$ cat src/rtl/qe_pkg.sv
// Shared types and Gray-state helpers for the quadrature generator.
// State order (i,q) 00 -> 10 -> 11 -> 01 matches the decoder's +1 direction.
package qe_pkg;

  localparam int W_DEF  = 16;
  localparam int PW_DEF = 16;

  typedef enum logic {
    IDLE = 1'b0,
    RUN  = 1'b1
  } qe_state_t;

  localparam logic [1:0] QS_00 = 2'b00;
  localparam logic [1:0] QS_10 = 2'b10;
  localparam logic [1:0] QS_11 = 2'b11;
  localparam logic [1:0] QS_01 = 2'b01;

  function automatic logic [1:0] qe_next_fwd(input logic [1:0] s);
    logic [1:0] n;
    case (s)
      QS_00:   n = QS_10;
      QS_10:   n = QS_11;
      QS_11:   n = QS_01;
      default: n = QS_00;
    endcase
    return n;
  endfunction

  function automatic logic [1:0] qe_next_rev(input logic [1:0] s);
    logic [1:0] n;
    case (s)
      QS_00:   n = QS_01;
      QS_01:   n = QS_11;
      QS_11:   n = QS_10;
      default: n = QS_00;
    endcase
    return n;
  endfunction

endpackage

$ cat src/rtl/qe_step_timer.sv
// Step-period down-counter; tick is high for the single cycle before expiry
// so the step lands exactly P edges after a reload.
module qe_step_timer
  import qe_pkg::*;
#(
  parameter int PW = PW_DEF
) (
  input  logic          clk,
  input  logic          clr_n,
  input  logic          clear,
  input  logic          reload,
  input  logic [PW-1:0] period,
  output logic          tick
);

  logic [PW-1:0] cnt;

  always_ff @(posedge clk or negedge clr_n) begin
    if (!clr_n) begin
      cnt <= '0;
    end else if (clear) begin
      cnt <= '0;
    end else if (reload) begin
      cnt <= (period == '0) ? PW'(1) : period;
    end else if (cnt != '0) begin
      cnt <= cnt - PW'(1);
    end
  end

  assign tick = (cnt == PW'(1));

endmodule

$ cat src/rtl/qe_gen.sv
// Quadrature encoder generator: walks a Gray-coded i/q pair one state per
// step period until the generated position equals the latched target.
module qe_gen
  import qe_pkg::*;
#(
  parameter int W  = W_DEF,
  parameter int PW = PW_DEF
) (
  input  logic          clk,
  input  logic          clr_n,
  input  logic          zero,
  input  logic          load,
  input  logic [W-1:0]  target,
  input  logic [PW-1:0] period,
  output logic          i,
  output logic          q,
  output logic [W-1:0]  pos,
  output logic          busy,
  output logic          done
);

  qe_state_t    state, state_nx;
  logic [W-1:0] target_r;
  logic         done_pend;
  logic         tick;

  logic [W-1:0] eff_tgt;
  logic [W-1:0] diff;
  logic [W-1:0] pos_step;
  logic         hit;
  logic         step_last;

  logic         step_en;
  logic         reload;
  logic         done_set;
  logic         pend_set;

  // A load in the same cycle retargets before direction is decided.
  assign eff_tgt   = load ? target : target_r;
  assign diff      = eff_tgt - pos;
  assign hit       = (diff == '0);
  assign pos_step  = diff[W-1] ? (pos - W'(1)) : (pos + W'(1));
  assign step_last = (pos_step == eff_tgt);

  qe_step_timer #(.PW(PW)) u_timer (
    .clk    (clk),
    .clr_n  (clr_n),
    .clear  (zero),
    .reload (reload),
    .period (period),
    .tick   (tick)
  );

  always_ff @(posedge clk or negedge clr_n) begin
    if (!clr_n) begin
      state <= IDLE;
    end else begin
      state <= state_nx;
    end
  end

  always_comb begin
    state_nx = state;
    if (zero) begin
      state_nx = IDLE;
    end else begin
      case (state)
        IDLE: if (load && !hit) state_nx = RUN;
        RUN: begin
          if (load && hit) begin
            state_nx = IDLE;
          end else if (tick && step_last) begin
            state_nx = IDLE;
          end
        end
        default: state_nx = IDLE;
      endcase
    end
  end

  always_comb begin
    step_en  = 1'b0;
    reload   = 1'b0;
    done_set = 1'b0;
    pend_set = 1'b0;
    if (!zero) begin
      case (state)
        IDLE: begin
          if (load) begin
            if (hit) pend_set = 1'b1;
            else     reload   = 1'b1;
          end
        end
        RUN: begin
          if (load && hit) begin
            pend_set = 1'b1;
          end else if (tick) begin
            step_en = 1'b1;
            if (step_last) done_set = 1'b1;
            else           reload   = 1'b1;
          end
        end
        default: ;
      endcase
    end
  end

  // Immediate-match completions report one cycle late through done_pend.
  always_ff @(posedge clk or negedge clr_n) begin
    if (!clr_n) begin
      i         <= 1'b0;
      q         <= 1'b0;
      pos       <= '0;
      target_r  <= '0;
      done      <= 1'b0;
      done_pend <= 1'b0;
    end else if (zero) begin
      i         <= 1'b0;
      q         <= 1'b0;
      pos       <= '0;
      target_r  <= '0;
      done      <= 1'b0;
      done_pend <= 1'b0;
    end else begin
      if (load) target_r <= target;
      if (step_en) begin
        pos    <= pos_step;
        {i, q} <= diff[W-1] ? qe_next_rev({i, q}) : qe_next_fwd({i, q});
      end
      done      <= done_set | done_pend;
      done_pend <= pend_set;
    end
  end

  assign busy = (state == RUN);

endmodule

$ cat config.mk
export PLATFORM = sky130hd
export DESIGN_NAME = qe_gen
export DESIGN_NICKNAME = d
export VERILOG_FILES = /design/src/rtl/qe_pkg.sv /design/src/rtl/qe_step_timer.sv /design/src/rtl/qe_gen.sv
export SDC_FILE = /design/constraint.sdc
export NUM_CORES = 1
export LEC_CHECK = 0
export ABC_AREA = 1
export CORE_AREA = 2 2 93 95
export CTS_CLUSTER_DIAMETER = 50
export DETAILED_ROUTE_END_ITERATION = 8
export DIE_AREA = 0 0 95 97
export GPL_TIMING_DRIVEN = 0
export PLACE_DENSITY_LB_ADDON = 0.05
export SYNTH_ARGS = -nofsm -noshare
export SYNTH_HDL_FRONTEND = slang
export SYNTH_SLANG_ARGS = --single-unit
$ cat constraint.sdc
create_clock -name clk -period 12 [get_ports clk]
set_clock_uncertainty 0.2 [all_clocks]
set_input_delay 2.4 -clock clk [delete_from_list [all_inputs] [get_ports clk]]
set_output_delay 2.4 -clock clk [all_outputs]
set_load 0.01 [all_outputs]
* Word-level counts from Yosys, hierarchy flattened
Cells that the tools add are included. Widths: inputs -> output; s select.
Cells by class: equality and inequality tests 5, add/subtract/negate cells 4, bitwise gates (word level) 2, mux-type cells 43, reduce and logical (&&, ||, !) cells 10
Operators with widths (count):
- $mux 16 | 9
- $logic_not 16->1 | 2
- $sub 16x1->16 const B | 2
- $mux 1 | 28
- $add 16x1->16 const B | 1
- $eq 16x1->1 const B | 1
- $eq 16x16->1 | 1
- $reduce_bool 16->1 | 1
- $sub 16x16->16 | 1
- $pmux 2 s3 | 2
- $pmux 1 s2 | 3
- $eq 2x2->1 const B | 2
- $logic_and 1x1->1 | 3
- $reduce_bool 3->1 | 1
- $eq 2x1->1 const B | 1
- $logic_not 2->1 | 1
- $mux 2 | 1
- $reduce_bool 2->1 | 1
- $logic_not 1->1 | 1
- $not 1->1 | 1
- $or 1x1->1 | 1
Word-level totals: word-level logic and storage cells 72, register bits 53, input port bits 36, output and inout bits 20

* Longest topological paths before layout
Gate-level depths: netlist of the first run.
depth after elaboration 11, mapped depth 37, depth with buffers taken out 35

* Cells and area by module
Synthesis of the first run repeated with hierarchy kept, for this count alone.
Unflattened totals: cells, all modules 876, area, all modules 5352.6 µm²
By module, submodules not included:
- qe_gen | cells each 686, seq. area each 925.9 µm², times used 1, area each 4107.7 µm²
- qe_step_timer | cells each 190, seq. area each 400.4 µm², times used 1, area each 1244.9 µm²

* Worst setup path after synthesis of the first run
OpenSTA, ideal clock, no wires.
path kind input -> register, start point input port load, end point register u_timer.cnt[11], stages on the path 31, arrival time 6512 ps, setup time 122 ps, buffers on the path 3, required time 11678 ps, path slack 5167 ps, cell sequence buf_6 > inv_2 > buf_6 > or2_2 > o21ai_0 > inv_1 > ha_1 > a21oi_1 > nand2_1 > a21oi_1 > nand2_1 > nand2_2 > nand2_4 > inv_1 > ha_1 > a21oi_1 > nand2_1 > nand2_1 > nand2_1 > or2_2 > nand3_1 > nand2_1 > nor2_1 > nand4_1 > nor2_1 > nand2_2 > nand2_4 > nand4_4 > clkinv_4 > buf_6 > a21oi_1
On the way: cells in the longest elaborated chain, start to end 11
Ends and longest elaborated chain:
- start, declared | RTL line qe_gen.sv:12 | input logic load,
- $mux 16
- $sub 16x16->16 | RTL line qe_gen.sv:40 | assign diff = eff_tgt - pos;
- $mux 16 | RTL line qe_gen.sv:42 | assign pos_step = diff[W-1] ? (pos - W'(1)) : (pos + W'(1));
- $eq 16x16->1 | RTL line qe_gen.sv:43 | assign step_last = (pos_step == eff_tgt);
- $mux 1 | RTL line qe_gen.sv:99 | if (step_last) done_set = 1'b1;
- $mux 1 | RTL line qe_gen.sv:97 | end else if (tick) begin
- $mux 1 | RTL line qe_gen.sv:95 | if (load && hit) begin
- $pmux 1 s2 (*) | RTL line qe_gen.sv:87 | case (state)
- $mux 1 (*) | RTL line qe_gen.sv:86 | if (!zero) begin
- $mux 16 | RTL line qe_step_timer.sv:23 | end else if (reload) begin
- $mux 16 | RTL line qe_step_timer.sv:21 | end else if (clear) begin
- end signal, assigned | RTL line qe_step_timer.sv:24 | cnt <= (period == '0) ? PW'(1) : period;
- end signal, assigned | RTL line qe_step_timer.sv:26 | cnt <= cnt - PW'(1);
- end, declared | RTL line qe_step_timer.sv:16 | logic [PW-1:0] cnt;
Mark *: on every way between the ends. The rest lies on a longest branch, timed or not. A chain may end at the register's enable or synchronous reset.

* Worst setup path after layout of the first run
start point input port load, end point register u_timer.cnt[2]
The elaborated chain is that of the path after synthesis.

==> results of run 1 <==
layer usage:
layer  vias up  part of all wire
met2       160              0.49
met1      2189              0.43
met4         0             0.014
li1       2445                 -
met3        20             0.063
met5         -                 0
cell usage in the layout, fill, tap and decap left out, types with 3 or more instances in the layout:
cell type        Yosys  final
nand2_1            188    188
inv_1              111    111
nand3_1             78     78
nor2_1              56     56
dfrtp_1             53     53
clkdlybuf4s50_1      0     53
a21oi_1             40     40
ha_1                34     34
nand4_1             23     23
o22ai_1             17     17
xor2_1              14     14
or2_2               11     11
o21ai_0             10     10
xnor2_1              8      8
o21ai_2              6      6
nor3_1               6      6
clkbuf_8             0      6
nor4_1               5      5
buf_2                4      5
buf_6                4      4
nand2_2              4      4
nand2_4              4      4
o21bai_1             4      4
inv_2                3      3
nor2_2               3      3
nand3_2              3      3
clkbuf_1             3      3
a21o_1               3      3
per-stage QoR:
stage | instance area, um2 | utilization | cells
after CTS | 5659 | 0.6957 | 883
after global placement | 5524 | 0.6791 | 874
after global routing | 5659 | 0.6957 | 883
final | 5659 | 0.6957 | 883
after detailed placement | 5539 | 0.6810 | 875
after floorplan | 4852 | - | 715
sequential cells by signal, indices dropped and copies added (netlist names):
signal,cells
busy,1
done_pend,1
target_r,16
q,1
done,1
i,1
pos,16
u_timer.cnt,16
layout make-up:
cell class / count / area (um2) / share of cell area
timing repair buffer: 55 / 555.5 / 0.09816
clock inverter: 2 / 37.54 / 0.006633
buffer: 14 / 106.4 / 0.01879
tap: 105 / 131.4 / 0.02321
clock buffer: 6 / 82.58 / 0.01459
inverter: 115 / 436.7 / 0.07716
multi-input combinational: 533 / 2983 / 0.5271
sequential: 53 / 1326 / 0.2344
power by group through the flow:
stage | combinational, W | clock, W | sequential [W]
after floorplan | 0.000180 | 0 | 0.000205
after global placement | 0.000233 | 0 | 0.000206
after detailed placement | 0.000241 | 0 | 0.000206
after CTS | 0.000243 | 0.000134 | 0.000203
after global routing | 0.000276 | 0.000141 | 0.000205
final | 0.000246 | 0.000130 | 0.000203
critical path, delay by kind of cell:
family	cells	cell delay [ns]
AO/OA/AOI/OAI	5	0.99
adder cells (fa/ha/maj)	2	0.80
AND/OR/NAND/NOR	18	2.08
buffers and inverters	10	2.03
logic make-up (layout without fill, tap and decap cells):
| logic type | after synthesis | in the layout | synth area share |
|---|---|---|---|
| compound gates | 82 | 82 | 0.09825 |
| xor+xnor | 25 | 25 | 0.05235 |
| fa+ha+maj | 35 | 35 | 0.09180 |
| buf+inv | 129 | 192 | 0.1119 |
| flops | 53 | 53 | 0.2733 |
| mux | 2 | 2 | 0.004126 |
| simple gates | 389 | 389 | 0.3682 |
final timing paths:
path                                       end  slack [ns]  cells past startpoint
worst max register to register  u_timer.cnt[2]        6.40                     30
max in group asynchronous         target_r[15]        9.22                      2
worst min-delay path            u_timer.cnt[1]        0.32                      2
min in group asynchronous               pos[4]        1.84                      1
worst min register to register  u_timer.cnt[1]        0.32                      2
worst max-delay path            u_timer.cnt[2]        3.66                     35
==> run metrics, run 1 <==
die footprint 0.009215 mm2; crit path kind input pin to flop; Pwr Density 102.3 mW/mm2; sequential fraction of the synthesis area 0.2733; Post-Syn Area 0.004852 mm2; layer with the highest usage met2; total CTS buffers 5; Netlist cell types 40; Power Total 0.0005790 W; Max IR drop VDD 0.08086 mV; CP max FO 18; Post-CTS Hold Fix Bufs 0; wire length per cell 14.43 um; detailed-route wire length 12.74 mm; routability congestion estimate 0.9553; Avg Cell Area, Syn 6.786 um2; met3 Resource Use GR 0.04283; Placement Setup Slack 3.392 ns; Clock Path Buffers 2; Switching Share 0.3843; max-capacitance violation count 0; Worst setup EP type flop; Ys Warns 0; Vias/cell 5.452; top cell type's share of synthesized area 0.2733; Sink Count 53; Worst Setup Slack, final 3.661 ns; M1 GR Usage 0.3630; number of flops mapped to enable cells by yosys 0; CTS root buffer clkbuf_8; FF-to-FF Start target_r[8]; DRC 0; ANT nets after route 0; actual slew at the worst max-slew pin 0.7678 ns; M2 GR Usage 0.4992; I/O Buffers 54; cts repair resizes 0; Synth Instances 715; detailed placement HPWL 10.17 mm; first-pass GRT wire length 21.16 mm; Comb pwr share 0.425; Worst Setup SP load; crit path time final 8.339 ns; vias in the first global route 4678; Yosys top cell by area dfrtp_1; grt ovf 0; Final Hold Viols 0; CTS tree done; TritonRoute pass-1 iters 5; final setup fails 0; chip width 95 um; Data arrival, critical path 8.34 ns; clock share of power 0.224; Seq pwr share 0.351; Ports 56; Lkg Pwr 3.029 nW; internal cell power 0.0003565 W; Max stage delay cell, worst path inv_1; RSZ-0062 raised after global routing false; Hold Slack 0.3204 ns; Core Footprint 0.008134 mm2; Slew Limit Fails 0; Worst-path clk slew 0.09 ns; most frequent CP cell nand2_1; GRT Overall Usage 0.2847; Tcrit/Tclk final 0.6949; Mapped Nets 786; Post-synth ARST share 1.000; Worst EP required 12.00 ns; run status completed; Net Sw Power 0.0002225 W; TNS Setup 0 ns; Antenna diodes 0; startpoint types input pin; Filler cells 715; area grow syn2layout 16.63%; Synth top cells by count nand2_1, inv_1, nand3_1; row cnt 33; largest net degree at the start of global routing 34; vias post-DR 4814; hold path start u_timer.cnt[1]; fmax 119.9 MHz; FF+latch count, synth 53; clock latency on the worst-skew pair 0.31 ns; Die H 97 um; Slew headroom 0.4875; largest cells by area after synthesis dfrtp_1, nand2_1, ha_1; nets 848; H-tree depth 2; DR iter-0 viols 347; Top FF cell, synth dfrtp_1; Setup Buffers After CTS 0; Hold WC Path Type flop to flop; share of cells above drive strength 1 0.07712; Crit path largest cell delay 0.57 ns; initial antenna violation count 0; most common cell in the netlist nand2_1; Initial Utilization 0.5965
(Power assumes the default switching activity.)
==> inputs of run 2 (changes only) <==
--- a/config.mk
+++ b/config.mk
@@ -6,10 +6,10 @@
 export NUM_CORES = 1
 export LEC_CHECK = 0
 export ABC_AREA = 1
-export CORE_AREA = 2 2 93 95
+export CORE_AREA = 2 2 100 102
 export CTS_CLUSTER_DIAMETER = 50
 export DETAILED_ROUTE_END_ITERATION = 8
-export DIE_AREA = 0 0 95 97
+export DIE_AREA = 0 0 102 104
 export GPL_TIMING_DRIVEN = 0
 export PLACE_DENSITY_LB_ADDON = 0.05
 export SYNTH_ARGS = -nofsm -noshare
==> constraint.sdc (replaced) <==
create_clock -name clk -period 7.2 [get_ports clk]
set_clock_uncertainty 0.2 [all_clocks]
set_input_delay 1.44 -clock clk [delete_from_list [all_inputs] [get_ports clk]]
set_output_delay 1.44 -clock clk [all_outputs]
set_load 0.01 [all_outputs]
==> run 2 against run 1 <==
  * Hold slack worse by 0.016 ns
  * Sequential share of layout area fell by 0.37 points
  * Worst setup slack worse by 3.2 ns
  * Power rose by 61%
  * Sequential power grew 67%
  * Clock power is 33% higher
  * Cell area rose by 1.6%
  * First-iteration DRC count fell by 26%
  * Critical path depth is 2 higher
  * Global-route usage shrank 2.3 points
  * Largest power group unchanged
  * Count of clock-buffer cells in the layout up 1
  * Die area is 15% higher
==> run metrics, run 2 (synthesis results as in run 1) <==
run status completed; ANT nets after route 0 (unchanged); crit path kind input pin to flop; Tcrit/Tclk final 0.9342; chip width 102 um (+7.4%); Core Footprint 0.009549 mm2 (+17%); Comb pwr share 0.452 (+0.027); Seq pwr share 0.363 (+0.012); hold worst-path end done; Power Total 0.0009340 W (+61%); Max stage delay cell, worst path clkdlybuf4s50_1; first-pass GRT wire length 22.25 mm (+5.1%); Worst setup EP type flop; Initial Utilization 0.5081 (-0.08840); Final Hold Viols 0 (unchanged); detailed-route wire length 13.23 mm (+3.8%); internal cell power 0.0005613 W (+57%); Die H 104 um (+7.2%); Lkg Pwr 3.027 nW (about the same); most frequent CP cell nand2_1; startpoint types input pin; share of cells above drive strength 1 0.08963 (+0.01251); Slew headroom 0.5822 (+0.09468); I/O Buffers 54 (unchanged); Net Sw Power 0.0003727 W (+68%); actual slew at the worst max-slew pin 0.6201 ns (-0.1477 ns); largest net degree at the start of global routing 30 (-12%); most frequent cells in the layout nand2_1, inv_1, nand3_1; crit path time final 6.726 ns; final instance area 0.005749 mm2 (+1.6%); TNS Setup 0 ns (unchanged); die footprint 0.01061 mm2 (+15%); DR iter-0 viols 257 (-26%); Worst EP required 7.22 ns (-4.78 ns); Hold WC Path Type flop to flop; FF-to-FF path depth 32 (+6.7%); vias in the first global route 4745 (+1.4%); Data arrival, critical path 6.74 ns (-1.60 ns); Worst-path clk slew 0.10 ns (about the same); multi-input logic area 0.003035 mm2 (+1.8%); final setup fails 0 (unchanged); R2R Path End u_timer.cnt[2]; Worst Hold Depth 2 (unchanged); Slew Limit Fails 0 (unchanged); area grow syn2layout 18.49%; TritonRoute pass-1 iters 5 (unchanged); grt ovf 0 (unchanged); DRC 0 (unchanged); Antenna diodes 0 (unchanged); CTS tree done; Reg2Reg Setup Slack 2.06 ns (-4.34 ns); initial antenna violation count 0 (unchanged); vias post-DR 4788 (-0.54%); Placed Area 0.005574 mm2 (+0.63%); Filler cells 956 (+34%); clock latency on the worst-skew pair 0.32 ns (about the same); GRT Overall Usage 0.2612 (-0.02348); total CTS buffers 5 (unchanged); detailed placement HPWL 10.67 mm (+4.9%); fmax 148.7 MHz; Pwr Density 162.5 mW/mm2 (+59%); Sink Count 53 (unchanged); CTS root buffer clkbuf_8; clock share of power 0.185 (-0.039); Max IR drop VDD 0.07558 mV (-6.5%); commonest non-fill, non-tap cell in the layout nand2_1; row cnt 36 (+9.1%); hold path start done_pend; Largest regs pos x16, target_r x16, u_timer.cnt x16; max-capacitance violation count 0 (unchanged); Clock Path Buffers 2 (unchanged); CP max FO 12 (-6); Crit path largest cell delay 0.51 ns (-0.06 ns); H-tree depth 2 (unchanged); routability congestion estimate 0.9228 (-3.4%); Switching Share 0.3990 (+0.01473); wire length per cell 14.47 um (+0.29%); sequential cell area 0.001326 mm2 (unchanged); Hold Slack 0.3047 ns (-0.01563 ns); Vias/cell 5.239 (-3.9%); FF-to-FF Start target_r[8]; Ports 56 (unchanged); nets 851 (+0.35%)
-- run 2: changes by cell type in the layout (fill, tap and decap cells not counted), moves of 2 or more --
cell	delta
a21oi_1	-2
clkbuf_1	+2
a21oi_2	+2
ha_2	+2
ha_4	+3
ha_1	-5
buf_4	+2
-- run 2: power by group through the flow --
stage | Combinational [W] | Clock, W | Sequential (W)
floorplan | 0.000301 | 0 | 0.000341
global placement | 0.000393 | 0 | 0.000344
detailed placement | 0.000403 | 0 | 0.000344
CTS | 0.000415 | 0.000177 | 0.000338
global route | 0.000480 | 0.000190 | 0.000342
finish | 0.000422 | 0.000173 | 0.000339
-- run 2: how the worst max path moves through the flow --
stage,end,depth (start not counted),startpoint
floorplan,u_timer.cnt[11],31,load
global placement,u_timer.cnt[2],33,load
detailed placement,u_timer.cnt[11],33,load
CTS,u_timer.cnt[11],37,load
global route,u_timer.cnt[5],37,load
finish,u_timer.cnt[2],37,load
-- run 2: what timing repair did --
item                       in CTS  in global routing
buffers inserted                3                  0
hold endpoints to repair        0                  0
hold buffers                    0                  0
pin swaps                       0                  1
setup endpoints to repair      10                 16
gates resized for setup         1                 10
-- run 2: layout make-up --
| cell class | instances | share of cell area |
|---|---|---|
| Sequential cell | 53 | 0.2307 |
| Tap cell | 133 | 0.02894 |
| Buffer | 14 | 0.01850 |
| Multi-Input combinational cell | 533 | 0.5280 |
| Inverter | 115 | 0.07660 |
| Timing Repair Buffer | 58 | 0.1027 |
| Clock inverter | 1 | 0.001306 |
| Clock buffer | 7 | 0.01328 |
-- run 2: critical path, delay by kind of cell --
family                     cells  cell delay [ns]
AOI/OAI and AO/OA              3             0.45
and+or+nand+nor               21             2.39
adders and majority gates      2             0.61
buffers and inverters         11             1.84
-- run 2: layer usage --
layer | up-vias | track usage | wire [um]
li1 | 2455 | - | -
met5 | - | 0 | 0
met1 | 2212 | 0.3505 | 5919
met4 | 0 | 0.08095 | 318
met3 | 20 | 0.03763 | 695
met2 | 101 | 0.4309 | 6297
-- run 2: stage by stage --
step	setup WS, ns	util	std cells
2_1_floorplan	1.327	-	715
3_3_place_gp	-0.2582	0.5822	902
4_1_cts	0.2960	0.5966	914
6_report	0.4735	0.6021	914
5_1_grt	-0.008417	0.6021	914
3_5_place_dp	-0.3791	0.5837	903
==> edit (flow settings as in run 1) <==
`W_DEF`: 16 -> 14.
--- a/src/rtl/qe_pkg.sv
+++ b/src/rtl/qe_pkg.sv
@@ -2,7 +2,7 @@
 // State order (i,q) 00 -> 10 -> 11 -> 01 matches the decoder's +1 direction.
 package qe_pkg;
 
-  localparam int W_DEF  = 16;
+  localparam int W_DEF  = 14;
   localparam int PW_DEF = 16;
 
   typedef enum logic {
Interface: changed (resized pos and target); port bits go from 56 to 52. No check against the original RTL was run, so the function may have changed too.
==> edit against run 1 <==
  * Count of clock-buffer cells in the layout fell by 1
  * Setup slack gained 0.48 ns
  * Cell area is 12% lower
  * Final cell count fell by 12%
  * Sequential cell count down 4
  * Critical path depth shrank 5
  * Total power down 9.5%
  * Combinational power is 12% lower
  * Routed wire length down 11%
  * Synthesized area shrank 12%
  * Largest power group unchanged
==> edit: results (changes against run 1) <==
----------------------------------------------------
[Outcome]
  Result of the run ... finished, final reports clean

[Setup path]
  Worst endpoint data arrival time ... 7.84 ns (-0.50 ns)
  Worst-path fanout max ... 14 (-4)
  Largest stage delay on the critical path ... 0.48 ns (-0.09 ns)

[Yosys]
  Distinct cells, synth ... 46 (+15%)
  Post-Syn Nets ... 677 (-14%)
  Top post-synthesis cells by area ... dfrtp_1, nand2_1, ha_1
  Cell types with the highest counts after synthesis ... nand2_1, inv_1, nand3_1
  Sequential share of the synthesized area ... 28.8% (+1.4 points)

[Routing]
  Via density per instance ... 5.40 (-0.98%)
  Initial DRT Pass Iterations ... 4 (-1)
  First DRT Iteration DRCs ... 170 (-51%)
  Wirelength, routed ... 11300 um (-11%)

[Place]
  Half-perimeter wire length after placement ... 9270 um (-8.9%)
  Number of buffers inserted by port buffering ... 49 (-9.3%)
  Instance area after placement ... 4900 um^2 (-12%)
  Final Wtd Congestion ... 0.928 (-2.9%)

[GRT]
  Gr usage total ... 26.0% (-2.5 points)
  Number of global-route vias before repair ... 4301 (-8.1%)
  Pin count of the biggest net entering global routing ... 29 (-15%)
  Global-route wire length before repair ... 19200 um (-9.3%)

[Clock tree]
  Root Driver ... clkbuf_8

[Cells and area]
  Regs by FF count ... u_timer.cnt: 16 flops, pos: 14 flops, target_r: 14 flops
  Layout cells sized above 1 ... 7.30% (-0.41 points)
  Number of nets in the layout ... 734 (-13%)

[Pwr]
  Leak Pwr ... 2.61 nW (-14%)
  Worst-case vdd ir drop ... 57.6 uV (-29%)

[STA]
  Measured slew at the worst slew-check pin ... 0.624 ns (-0.144 ns)

----------------------------------------------------
edit: changes by cell type after synthesis, sizes merged, moves of 4 or more:
cell   before  now
nand2     196  158
nand3      81   70
ha         34   28
nor2       60   56
inv       114   85
o22ai      17   11
a21oi      40   35
dfrtp      53   49
edit: kinds of logic after synthesis:
kind of cell	after synthesis	synth area share (%)
simple gates	331	35.8
buf+inv	101	10.4
compound gates	74	9.80
flops	49	28.8
fa+ha+maj	29	8.69
xor+xnor	28	6.10
mux	2	0.470
edit: layer usage:
layer | vias to the layer above | GRT usage (%) | wire length (um)
li1 | 2133 | - | -
met1 | 1962 | 31.7 | 4840
met2 | 78 | 47.5 | 5870
met3 | 16 | 2.65 | 421
met4 | 0 | 7.25 | 203
met5 | - | 0 | 0
edit: path summary, 6_finish.rpt:
path                        startpoint             end  slack [ns]  cells past startpoint
setup / recovery             target[8]  u_timer.cnt[2]        4.14                     30
hold / removal               done_pend            done        0.32                      2
setup reg to reg           target_r[8]  u_timer.cnt[2]        6.39                     28
hold reg to reg              done_pend            done        0.32                      2
max in group asynchronous        clr_n         pos[13]        9.18                      2
min in group asynchronous        clr_n  u_timer.cnt[0]        1.87                      1
edit: worst max-delay path, delay by kind of cell:
kind,cells,cell delay [ns]
adder cells (fa/ha/maj),2,0.75
XOR/XNOR,1,0.31
buffers and inverters,7,1.41
AND/OR/NAND/NOR,15,1.97
AO/OA/AOI/OAI,5,0.98
edit: final cells by class:
class / instances / area, um^2
well taps: 105 / 131
plain buffers: 15 / 111
fillers: 777 / 3130
repair buffers: 50 / 505
multi-input cells: 464 / 2590
clock buffers: 5 / 68.8
clock inverters: 2 / 35.0
flip-flops and latches: 49 / 1230
inverters: 86 / 330
edit: metrics by stage:
stage | power [mW] | std cells | setup slack, ns
after floorplan | 0.350 | 614 | 5.16
after CTS | 0.526 | 776 | 4.18
final | 0.524 | 776 | 4.14
after global routing | 0.563 | 776 | 3.72
after global placement | 0.401 | 768 | 3.94
after detailed placement | 0.406 | 769 | 3.89
edit: report_power, final:
part | switching, mW | internal (mW) | total, mW | leakage (nW)
clock network | 0.0578 | 0.0607 | 0.119 | 0.0540
logic | 0.131 | 0.0848 | 0.216 | 1.89
registers | 0.0111 | 0.179 | 0.190 | 0.658
